<file path="config.mk">
export PLATFORM = sky130hd
export DESIGN_NAME = nibble_exec_unit
export DESIGN_NICKNAME = d
export VERILOG_FILES = /design/src/rtl/nibble_exec_unit_pkg.sv /design/src/rtl/nibble_exec_unit_alu.sv /design/src/rtl/nibble_exec_unit.sv
export SDC_FILE = /design/constraint.sdc
export NUM_CORES = 1
export LEC_CHECK = 0
export CAP_MARGIN = 20
export CELL_PAD_IN_SITES_DETAIL_PLACEMENT = 0
export CELL_PAD_IN_SITES_GLOBAL_PLACEMENT = 2
export CORE_ASPECT_RATIO = 0.7
export CORE_MARGIN = 8
export CORE_UTILIZATION = 26
export CTS_BUF_LIST = sky130_fd_sc_hd__clkbuf_4 sky130_fd_sc_hd__clkbuf_8
export DETAILED_ROUTE_END_ITERATION = 10
export GPL_TIMING_DRIVEN = 0
export MAX_ROUTING_LAYER = met4
export PLACE_DENSITY = 0.88
export SETUP_SLACK_MARGIN = 0.02
export SYNTH_ARGS = -nofsm -noshare
export SYNTH_HDL_FRONTEND = slang
export SYNTH_SLANG_ARGS = --single-unit
export TNS_END_PERCENT = 30
</file>
<file path="constraint.sdc">
create_clock -name Clk -period 3.3 [get_ports Clk]
set_input_delay 0.66 -clock Clk [delete_from_list [all_inputs] [get_ports Clk]]
set_output_delay 0.66 -clock Clk [all_outputs]
set_load 0.05 [all_outputs]
</file>
<file path="src/rtl/nibble_exec_unit_pkg.sv">
// Shared ISA definitions for the nibble accumulator machine: opcodes and FSM states.
package nibble_exec_unit_pkg;

    localparam logic [3:0] OP_NOP  = 4'd0;
    localparam logic [3:0] OP_LIT  = 4'd1;
    localparam logic [3:0] OP_ADD  = 4'd2;
    localparam logic [3:0] OP_SUB  = 4'd3;
    localparam logic [3:0] OP_AND  = 4'd4;
    localparam logic [3:0] OP_OR   = 4'd5;
    localparam logic [3:0] OP_XOR  = 4'd6;
    localparam logic [3:0] OP_IN   = 4'd7;
    localparam logic [3:0] OP_OUT  = 4'd8;
    localparam logic [3:0] OP_PGH  = 4'd9;
    localparam logic [3:0] OP_PGL  = 4'd10;
    localparam logic [3:0] OP_CMP  = 4'd11;
    localparam logic [3:0] OP_JMP  = 4'd12;
    localparam logic [3:0] OP_JZ   = 4'd13;
    localparam logic [3:0] OP_JC   = 4'd14;
    localparam logic [3:0] OP_HALT = 4'd15;

    typedef enum logic [1:0] {
        S_FETCH = 2'd0,
        S_EXEC  = 2'd1,
        S_HALT  = 2'd2
    } state_e;

endpackage

</file>
<file path="src/rtl/nibble_exec_unit_alu.sv">
// Combinational ALU for the nibble machine: computes the result and which of acc/C/Z it writes.
module nibble_alu
    import nibble_exec_unit_pkg::*;
(
    input  logic [3:0] acc,
    input  logic [3:0] oprnd,
    input  logic [3:0] op,
    output logic [3:0] result,
    output logic       c_out,
    output logic       z_out,
    output logic       wr_acc,
    output logic       wr_c,
    output logic       wr_z
);

    logic [4:0] sum;
    logic [4:0] diff;

    assign sum  = {1'b0, acc} + {1'b0, oprnd};
    assign diff = {1'b0, acc} - {1'b0, oprnd};

    always_comb begin
        result = acc;
        c_out  = 1'b0;
        wr_acc = 1'b0;
        wr_c   = 1'b0;
        wr_z   = 1'b0;
        case (op)
            OP_LIT, OP_IN: begin
                result = oprnd;
                wr_acc = 1'b1;
                wr_z   = 1'b1;
            end
            OP_ADD: begin
                result = sum[3:0];
                c_out  = sum[4];
                wr_acc = 1'b1;
                wr_c   = 1'b1;
                wr_z   = 1'b1;
            end
            // No borrow out of the 5-bit difference means acc >= oprnd.
            OP_SUB, OP_CMP: begin
                result = diff[3:0];
                c_out  = ~diff[4];
                wr_acc = (op == OP_SUB);
                wr_c   = 1'b1;
                wr_z   = 1'b1;
            end
            OP_AND: begin
                result = acc & oprnd;
                wr_acc = 1'b1;
                wr_z   = 1'b1;
            end
            OP_OR: begin
                result = acc | oprnd;
                wr_acc = 1'b1;
                wr_z   = 1'b1;
            end
            OP_XOR: begin
                result = acc ^ oprnd;
                wr_acc = 1'b1;
                wr_z   = 1'b1;
            end
            default: ;
        endcase
    end

    assign z_out = (result == 4'd0);

endmodule

</file>
<file path="src/rtl/nibble_exec_unit.sv">
// Execute/control stage: fetch/exec/halt FSM, accumulator machine state and PC strobe decode.
module nibble_exec_unit
    import nibble_exec_unit_pkg::*;
#(
    parameter int          ADDR_W   = 12,
    parameter logic [7:0]  PAGE_RST = 8'h00
) (
    input  logic              Clk,
    input  logic              reset,
    input  logic              run,
    input  logic [3:0]        instr,
    input  logic [3:0]        oprnd,
    input  logic [3:0]        in_data,
    output logic              fetch_en,
    output logic              pc_inc,
    output logic              pc_load,
    output logic [ADDR_W-1:0] pc_target,
    output logic [3:0]        acc,
    output logic              flag_c,
    output logic              flag_z,
    output logic [3:0]        out_data,
    output logic              out_strobe,
    output logic              halted
);

    state_e     state_q, state_d;
    logic [3:0] acc_q, acc_d;
    logic       flag_c_q, flag_c_d;
    logic       flag_z_q, flag_z_d;
    logic [3:0] out_data_q, out_data_d;
    logic       out_strobe_q, out_strobe_d;
    logic [3:0] page_hi_q, page_hi_d;
    logic [3:0] page_lo_q, page_lo_d;

    logic [3:0] alu_opnd;
    logic [3:0] alu_result;
    logic       alu_c, alu_z, alu_wr_acc, alu_wr_c, alu_wr_z;

    // IN reuses the ALU's load path with the external port as the operand.
    assign alu_opnd = (instr == OP_IN) ? in_data : oprnd;

    nibble_alu u_alu (
        .acc    (acc_q),
        .oprnd  (alu_opnd),
        .op     (instr),
        .result (alu_result),
        .c_out  (alu_c),
        .z_out  (alu_z),
        .wr_acc (alu_wr_acc),
        .wr_c   (alu_wr_c),
        .wr_z   (alu_wr_z)
    );

    always_comb begin
        state_d      = state_q;
        acc_d        = acc_q;
        flag_c_d     = flag_c_q;
        flag_z_d     = flag_z_q;
        out_data_d   = out_data_q;
        out_strobe_d = 1'b0;
        page_hi_d    = page_hi_q;
        page_lo_d    = page_lo_q;
        fetch_en     = 1'b0;
        pc_inc       = 1'b0;
        pc_load      = 1'b0;
        case (state_q)
            S_FETCH: begin
                if (run) begin
                    fetch_en = 1'b1;
                    state_d  = S_EXEC;
                end
            end
            S_EXEC: begin
                state_d = S_FETCH;
                pc_inc  = 1'b1;
                if (alu_wr_acc) acc_d    = alu_result;
                if (alu_wr_c)   flag_c_d = alu_c;
                if (alu_wr_z)   flag_z_d = alu_z;
                case (instr)
                    OP_OUT: begin
                        out_data_d   = acc_q;
                        out_strobe_d = 1'b1;
                    end
                    OP_PGH: page_hi_d = oprnd;
                    OP_PGL: page_lo_d = oprnd;
                    OP_JMP: begin
                        pc_inc  = 1'b0;
                        pc_load = 1'b1;
                    end
                    // Conditional branches look at the flags registered before this cycle.
                    OP_JZ: begin
                        pc_inc  = ~flag_z_q;
                        pc_load = flag_z_q;
                    end
                    OP_JC: begin
                        pc_inc  = ~flag_c_q;
                        pc_load = flag_c_q;
                    end
                    OP_HALT: begin
                        pc_inc  = 1'b0;
                        state_d = S_HALT;
                    end
                    default: ;
                endcase
            end
            S_HALT:  ;
            default: state_d = S_FETCH;
        endcase
        // A reset in the same cycle squashes every strobe to the upstream path.
        if (reset) begin
            fetch_en = 1'b0;
            pc_inc   = 1'b0;
            pc_load  = 1'b0;
        end
    end

    always_ff @(posedge Clk) begin
        if (reset) begin
            state_q      <= S_FETCH;
            acc_q        <= 4'd0;
            flag_c_q     <= 1'b0;
            flag_z_q     <= 1'b0;
            out_data_q   <= 4'd0;
            out_strobe_q <= 1'b0;
            page_hi_q    <= PAGE_RST[7:4];
            page_lo_q    <= PAGE_RST[3:0];
        end else begin
            state_q      <= state_d;
            acc_q        <= acc_d;
            flag_c_q     <= flag_c_d;
            flag_z_q     <= flag_z_d;
            out_data_q   <= out_data_d;
            out_strobe_q <= out_strobe_d;
            page_hi_q    <= page_hi_d;
            page_lo_q    <= page_lo_d;
        end
    end

    assign pc_target  = {page_hi_q, page_lo_q, oprnd};
    assign acc        = acc_q;
    assign flag_c     = flag_c_q;
    assign flag_z     = flag_z_q;
    assign out_data   = out_data_q;
    assign out_strobe = out_strobe_q;
    assign halted     = (state_q == S_HALT);

endmodule

</file>
# ---- After elaboration in Yosys (flattened, before gate mapping)
# Cells that the tools add are included.
dict set report word_totals {
  out_inout_bits 27
  in_bits 15
  reg_bits 21
  word_cells 71
}
dict set report classes {
  n_reduce_logical 16
  n_eq_ne 18
  addsub 2
  n_bitwise 8
  mux 19
}
# operator count
set op_table {}
lappend op_table {{4-bit equality test (second input constant)} 8}
lappend op_table {{4-bit case mux with 6 select lines} 1}
lappend op_table {{4-bit by 3-bit equality test with 1-bit output (second input constant)} 4}
lappend op_table {{2-bit AND reduction} 7}
lappend op_table {{1-bit two-way mux} 10}
lappend op_table {{4-bit by 2-bit equality test with 1-bit output (second input constant)} 2}
lappend op_table {{2-bit OR reduction} 4}
lappend op_table {{8-bit OR reduction} 1}
lappend op_table {{1-bit case mux with 3 select lines} 2}
lappend op_table {{2-bit case mux with 3 select lines} 1}
lappend op_table {{6-bit OR reduction} 1}
lappend op_table {{4-bit by 4-bit adder with 5-bit output} 1}
lappend op_table {{1-bit inverter} 5}
lappend op_table {{4-bit by 4-bit subtractor with 5-bit output} 1}
lappend op_table {{4-bit AND} 1}
lappend op_table {{4-bit by 1-bit equality test with 1-bit output (second input constant)} 1}
lappend op_table {{4-bit zero test} 1}
lappend op_table {{2-bit two-way mux} 2}
lappend op_table {{4-bit two-way mux} 1}
lappend op_table {{4-bit OR} 1}
lappend op_table {{1-bit case mux with 2 select lines} 2}
lappend op_table {{4-bit bitwise XOR} 1}
lappend op_table {{3-bit OR reduction} 1}
lappend op_table {{2-bit by 1-bit equality test with 1-bit output (second input constant)} 1}
lappend op_table {{3 further kinds} 3}

# ---- Longest topological paths before layout
dict set report logic_depth {
  word_depth 5
  ltp_mapped 12
}

# ---- Modules after synthesis
# A second synthesis with hierarchy kept.
dict set report unflattened {
  hier_cells 205
  hier_area_um2 1790.5
}
# mod seq_area_each_um2 n_inst area_per_inst_um2 cells_each
set by_module_without_submodules {}
lappend by_module_without_submodules {nibble_exec_unit 420.4 1 1064.8 105}
lappend by_module_without_submodules {nibble_alu 0.0 1 725.7 100}

# ---- Least setup slack after synthesis
# Ideal clock, no wire load.
dict set report synth_path {
  path_kind {input to output}
  start {in instr[1]}
  end {out pc_load}
  setup_slack_ns -0.049
  path_stages 5
  t_arrival_ns 2.689
  t_required_ns 2.640
  path_cell_list {buf_2 -> buf_2 -> a21oi_1 -> a21oi_1 -> nor4_1}
}
dict set report synth_between {
  elab_chain_len 4
}
# item line_no
set synth_rtl {}
lappend synth_rtl {{from (decl)} nibble_exec_unit.sv:11} ;# input logic [3:0] instr,
lappend synth_rtl {{4-bit equality test} nibble_exec_unit.sv:79} ;# case (instr)
lappend synth_rtl {{1-bit case mux with 3 select lines (*)} nibble_exec_unit.sv:79}
lappend synth_rtl {{1-bit two-way mux (*)} nibble_exec_unit.sv:66} ;# case (state_q)
lappend synth_rtl {{1-bit two-way mux (*)} nibble_exec_unit.sv:110} ;# if (reset) begin
lappend synth_rtl {{to (decl)} nibble_exec_unit.sv:16} ;# output logic pc_load,
# Mark *: on every way between the ends. The rest lies on a longest branch, timed or not.

# ---- Worst setup path in the final report
dict set report layout_path {
  start {in instr[0]}
  end {reg flag_z_q, in the netlist flag_z}
}
dict set report layout_between {
  elab_chain_len 5
}
# item line_no
set layout_rtl {}
lappend layout_rtl {{4-bit by 3-bit equality test with 1-bit output} {nibble_exec_unit_alu.sv:28, nibble_exec_unit.sv:40}}
lappend layout_rtl {{4-bit two-way mux} nibble_exec_unit.sv:40} ;# assign alu_opnd = (instr == OP_IN) ? in_data : oprnd;
lappend layout_rtl {{4-bit by 4-bit subtractor with 5-bit output, or another cell as far along} nibble_exec_unit_alu.sv:20} ;# assign diff = {1'b0, acc} - {1'b0, oprnd};
lappend layout_rtl {{4-bit case mux with 6 select lines} nibble_exec_unit_alu.sv:28} ;# case (op)
lappend layout_rtl {{4-bit zero test} nibble_exec_unit_alu.sv:68} ;# assign z_out = (result == 4'd0);
lappend layout_rtl {{to (signal assigned)} nibble_exec_unit.sv:131} ;# flag_z_q <= flag_z_d;
lappend layout_rtl {{to (decl)} nibble_exec_unit.sv:29} ;# logic flag_z_q, flag_z_d;
# Several ways; a longest one is shown, not always the timed one.
# A chain may end at the register's enable or synchronous reset.

==> results.md <==
- The via count of the first global-routing pass is 1760.
- Yosys mapped the design onto 51 distinct sky130hd cell types.
- The instance area at placement is 2170 um^2.
- The count of nets after finishing is 282.
- The half-perimeter wire length of the detailed placement result is 4210 um.
- The worst setup path is captured at a register.
- The share of the clock period used by the worst path after layout is 0.962.
- The depth of the worst hold-timing path is 2.
- Synthesis produced a netlist whose cell count is 201.
- Entering global routing, the biggest net connects 13 pins.
- The number of remaining DRC errors is 0.
- The power per cell area is 275 nW/um^2.
- met2 is the most crowded layer.
- STA classifies the critical path startpoint as an input port.
- Measured on the finished design, the core utilization comes to 0.381.
- The area growth from synthesis to layout is 42.3%.
- Setup repair after global routing left no endpoint under its margin.
- Summed over all layers, the routed wires come to 5460 um.
- The mean post-synth cell area is 8.24 um^2.
- The startpoint of the lowest-slack hold path is page_lo_q[0]$_SDFFE_PP0P_.
- The deepest clock path buffer count is 2.
- In this run the number of H-tree levels came out at 1.
- In this run the critical register-to-register path is launched from acc[1]$_SDFFE_PP0P_.
- The total power is 647 uW.
- For met1 alone, demand over resource in global routing was 0.158.
- The cell count along the critical path is 13.
- The worst slew margin relative to its limit is 0.638.
- Across the VDD grid, the largest voltage drop is 0.173 mV.
- The clock net sink count is 21.
- Clock tree synthesis inserted a total of 3 buffers.
- The net count of the mapped netlist is 230.
- The library cell used most frequently in the layout, excluding fill and tap cells, is clkdlybuf4s50_1.
- Synthesis inferred 21 register bits.
- Setup violations remaining at the end of the flow were counted as 0.
- The floorplan core area is 6190 um^2.
- The most numerous cell type found on the critical path is buf_6.
- The async set-or-reset flop fraction in the synthesized netlist is 0.
- Together, buffers and inverters on the worst path number 5.
- The met2 usage is 0.187.
- The total congestion overflow is 0.
- The global-route wire length before repair is 8990 um.
- During synthesis, Yosys emitted a total of 0 warnings.
- Setup slack on the worst reg-to-reg path comes out at 0.97 ns.
- In this run the vertical extent of the chip is 82.8 um.
- The max-slew violation total from the final report is 0.
- At the end of routability-driven placement, the weighted congestion stood at 0.895.
- The number of cell rows is 24.
- The placement-stage worst setup slack is -0.898 ns.
- TritonCTS built the clock tree.
- The remaining antenna violation count after routing is 0.
- The area of the die is 9220 um^2.
- CTS placed an instance of clkbuf_8 at the clock tree root.
- The first TritonRoute pass finished after 4 iterations.
- The end of the worst register-to-register path is flag_z$_SDFFE_PP0P_.
- At the worst endpoint, the arrival time is 3.33 ns.
- The analysis attributes to cell leakage a power of 0.000986 uW.
- The post-synthesis sequential area ratio is 0.254.
- The clock period could shrink to 3.18 ns.
- The via-per-instance ratio is 5.22.
- The worst reg2reg path depth is 7.
- Ranked by total cell area, the synthesized netlist is headed by dfxtp_1, ha_1, mux2i_1.
- For this run, the leading register cell type out of synthesis is dfxtp_1.
- The share of post-route cells with drive strength above 1 is 0.175.
- Grouping stages by cell kind, the critical path spends the most delay in compound AO/OA/AOI/OAI gates.
- The number of port buffers is 41.
- The final worst clock skew is 0.00182 ns.
- The tool flagged a number of max-cap violations equal to 0.
- For this block, the initial DRC count from the detailed router was 200.
- The count of flip-flops with a built-in enable after synthesis is 0.
- After detailed routing, the average wire length per cell comes to 16.5 um.
- The die boundary width is 111 um.
- Leaving out fill and tap cells, the most frequent cells in the layout are clkdlybuf4s50_1, dfxtp_1, nor2_1.
- The CTS clock-pin slew for the worst setup and hold paths is 0.08 ns.
- The starting density of the core is 0.268.
- The critical path's slowest cell is or3_4.
- The mapped netlist covers 1660 um^2.
- After layout, the worst setup slack is 0.124 ns.
- After routing the design area is 2360 um^2.
- The maximum fanout count along the critical path is 10.
- Static timing analysis puts the maximum clock frequency at 315 MHz.
- The biggest area contributor in the post-synthesis netlist is dfxtp_1.
- The area fraction of the dominant cell type after synthesis is 0.254.
- The path type of the worst setup path is in2reg.
- The count of fill cells added during filler insertion is 664.
- The run finished with clean final reports.
- The worst hold-check path type is reg2reg.
- The endpoint with the worst hold slack is page_lo_q[0]$_SDFFE_PP0P_.
- At the pin with the least slew margin, the transition time is 0.543 ns.
- The largest single stage delay on the critical path is 0.37 ns.
- The signal on the critical path passes through dlygate4sd2_1 > buf_6 > buf_6 > nand4_1 > buf_4 > mux2_4 > inv_6 > ha_4 > or3_4 > a31oi_1 > o32ai_4 > o311a_1 > a41o_1.
- The number of ports placed on the die boundary is 42.
- The later-pin clock latency in the skew report is 0.26 ns.
- The count of final hold-check violations is 0.
- The routed layout has 1721 vias.
- The met3 demand-to-capacity share in global routing is 0.0440.
- The worst path required time is 3.45 ns.
- The overall routing resource usage is 0.122.
- Adding up every negative setup slack in the final design gives 0 ns.
- The number of diodes is 0.
- The initial antenna violation count was 0.
[logic make-up after synthesis]
kind of cell | synth area share
muxes | 0.0748
DFF | 0.254
adders and majority gates | 0.115
buffers and inverters | 0.0877
and+or+nand+nor | 0.243
xor gates and xnor gates | 0.00529
AOI/OAI and AO/OA | 0.220
[Yosys cell counts (all sizes together), types with 4 or more instances]
master	instances
nor3	7
a31oi	5
ha	12
mux2i	9
nand2	9
buf	11
nor2	18
dfxtp	21
inv	16
nand3	8
nor3b	4
a21oi	14
nand2b	7
nor2b	6
o21ai	7
[worst min-delay path: stages, from the launching register on]
cell and delay (ns):
dfxtp_1 0.32, nand2_1 0.05, a21oi_1 0.05
[routing by layer]
metal | vias to the layer above | part of all wire
met5 | - | 0
met4 | 0 | 0.0057
met3 | 4 | 0.068
met2 | 60 | 0.42
met1 | 838 | 0.50
li1 | 819 | -
[flip-flops by register name (all words and copies together), names as in the netlist]
register	cells
flag_z	1
page_hi_q	4
flag_c	1
state_q	2
acc	4
page_lo_q	4
out_strobe	1
out_data	4
[report_power, final]
part	internal (uW)	switching [uW]
Combinational	91.7	125
Sequential	257	6.06
Clock	84.1	83.3
[how the worst max path moves through the flow]
stage | slack, ns | to | start
2_1_floorplan | 0.15 | fetch_en | reset
3_3_place_gp | -0.90 | flag_z$_SDFFE_PP0P_ | instr[2]
3_5_place_dp | -0.90 | flag_z$_SDFFE_PP0P_ | instr[2]
4_1_cts | 0.01 | pc_load | instr[3]
5_1_grt | 0.04 | flag_z$_SDFFE_PP0P_ | instr[0]
6_report | 0.12 | flag_z$_SDFFE_PP0P_ | instr[0]
[stage by stage]
| step | instances | hold slack [ns] |
|---|---|---|
| finish | 330 | 0.467 |
| floorplan | 201 | 0.425 |
| CTS | 326 | 0.471 |
| detailed placement | 320 | 0.460 |
| global placement | 320 | 0.452 |
| global route | 330 | 0.485 |
[area by class of cell]
cell class	instances	area (um^2)	share of cell area
clock inverter	1	5.00	0.00212
timing repair buffer	48	462	0.196
buffer	13	103	0.0435
multi-input combinational	150	1160	0.493
tap	78	97.6	0.0414
sequential	21	420	0.178
inverter	16	65.1	0.0276
clock buffer	3	41.3	0.0175
[timing repair]
| item | in CTS | in global routing |
|---|---|---|
| buffers inserted | 2 | 5 |
| gates resized for setup | 27 | 7 |
| pin swaps | 5 | 3 |
| endpoints found under the setup margin | 8 | 7 |
| cloned | 0 | 0 |
| hold buffers | 0 | 0 |
No activity file was read; power rests on OpenSTA's default activity.
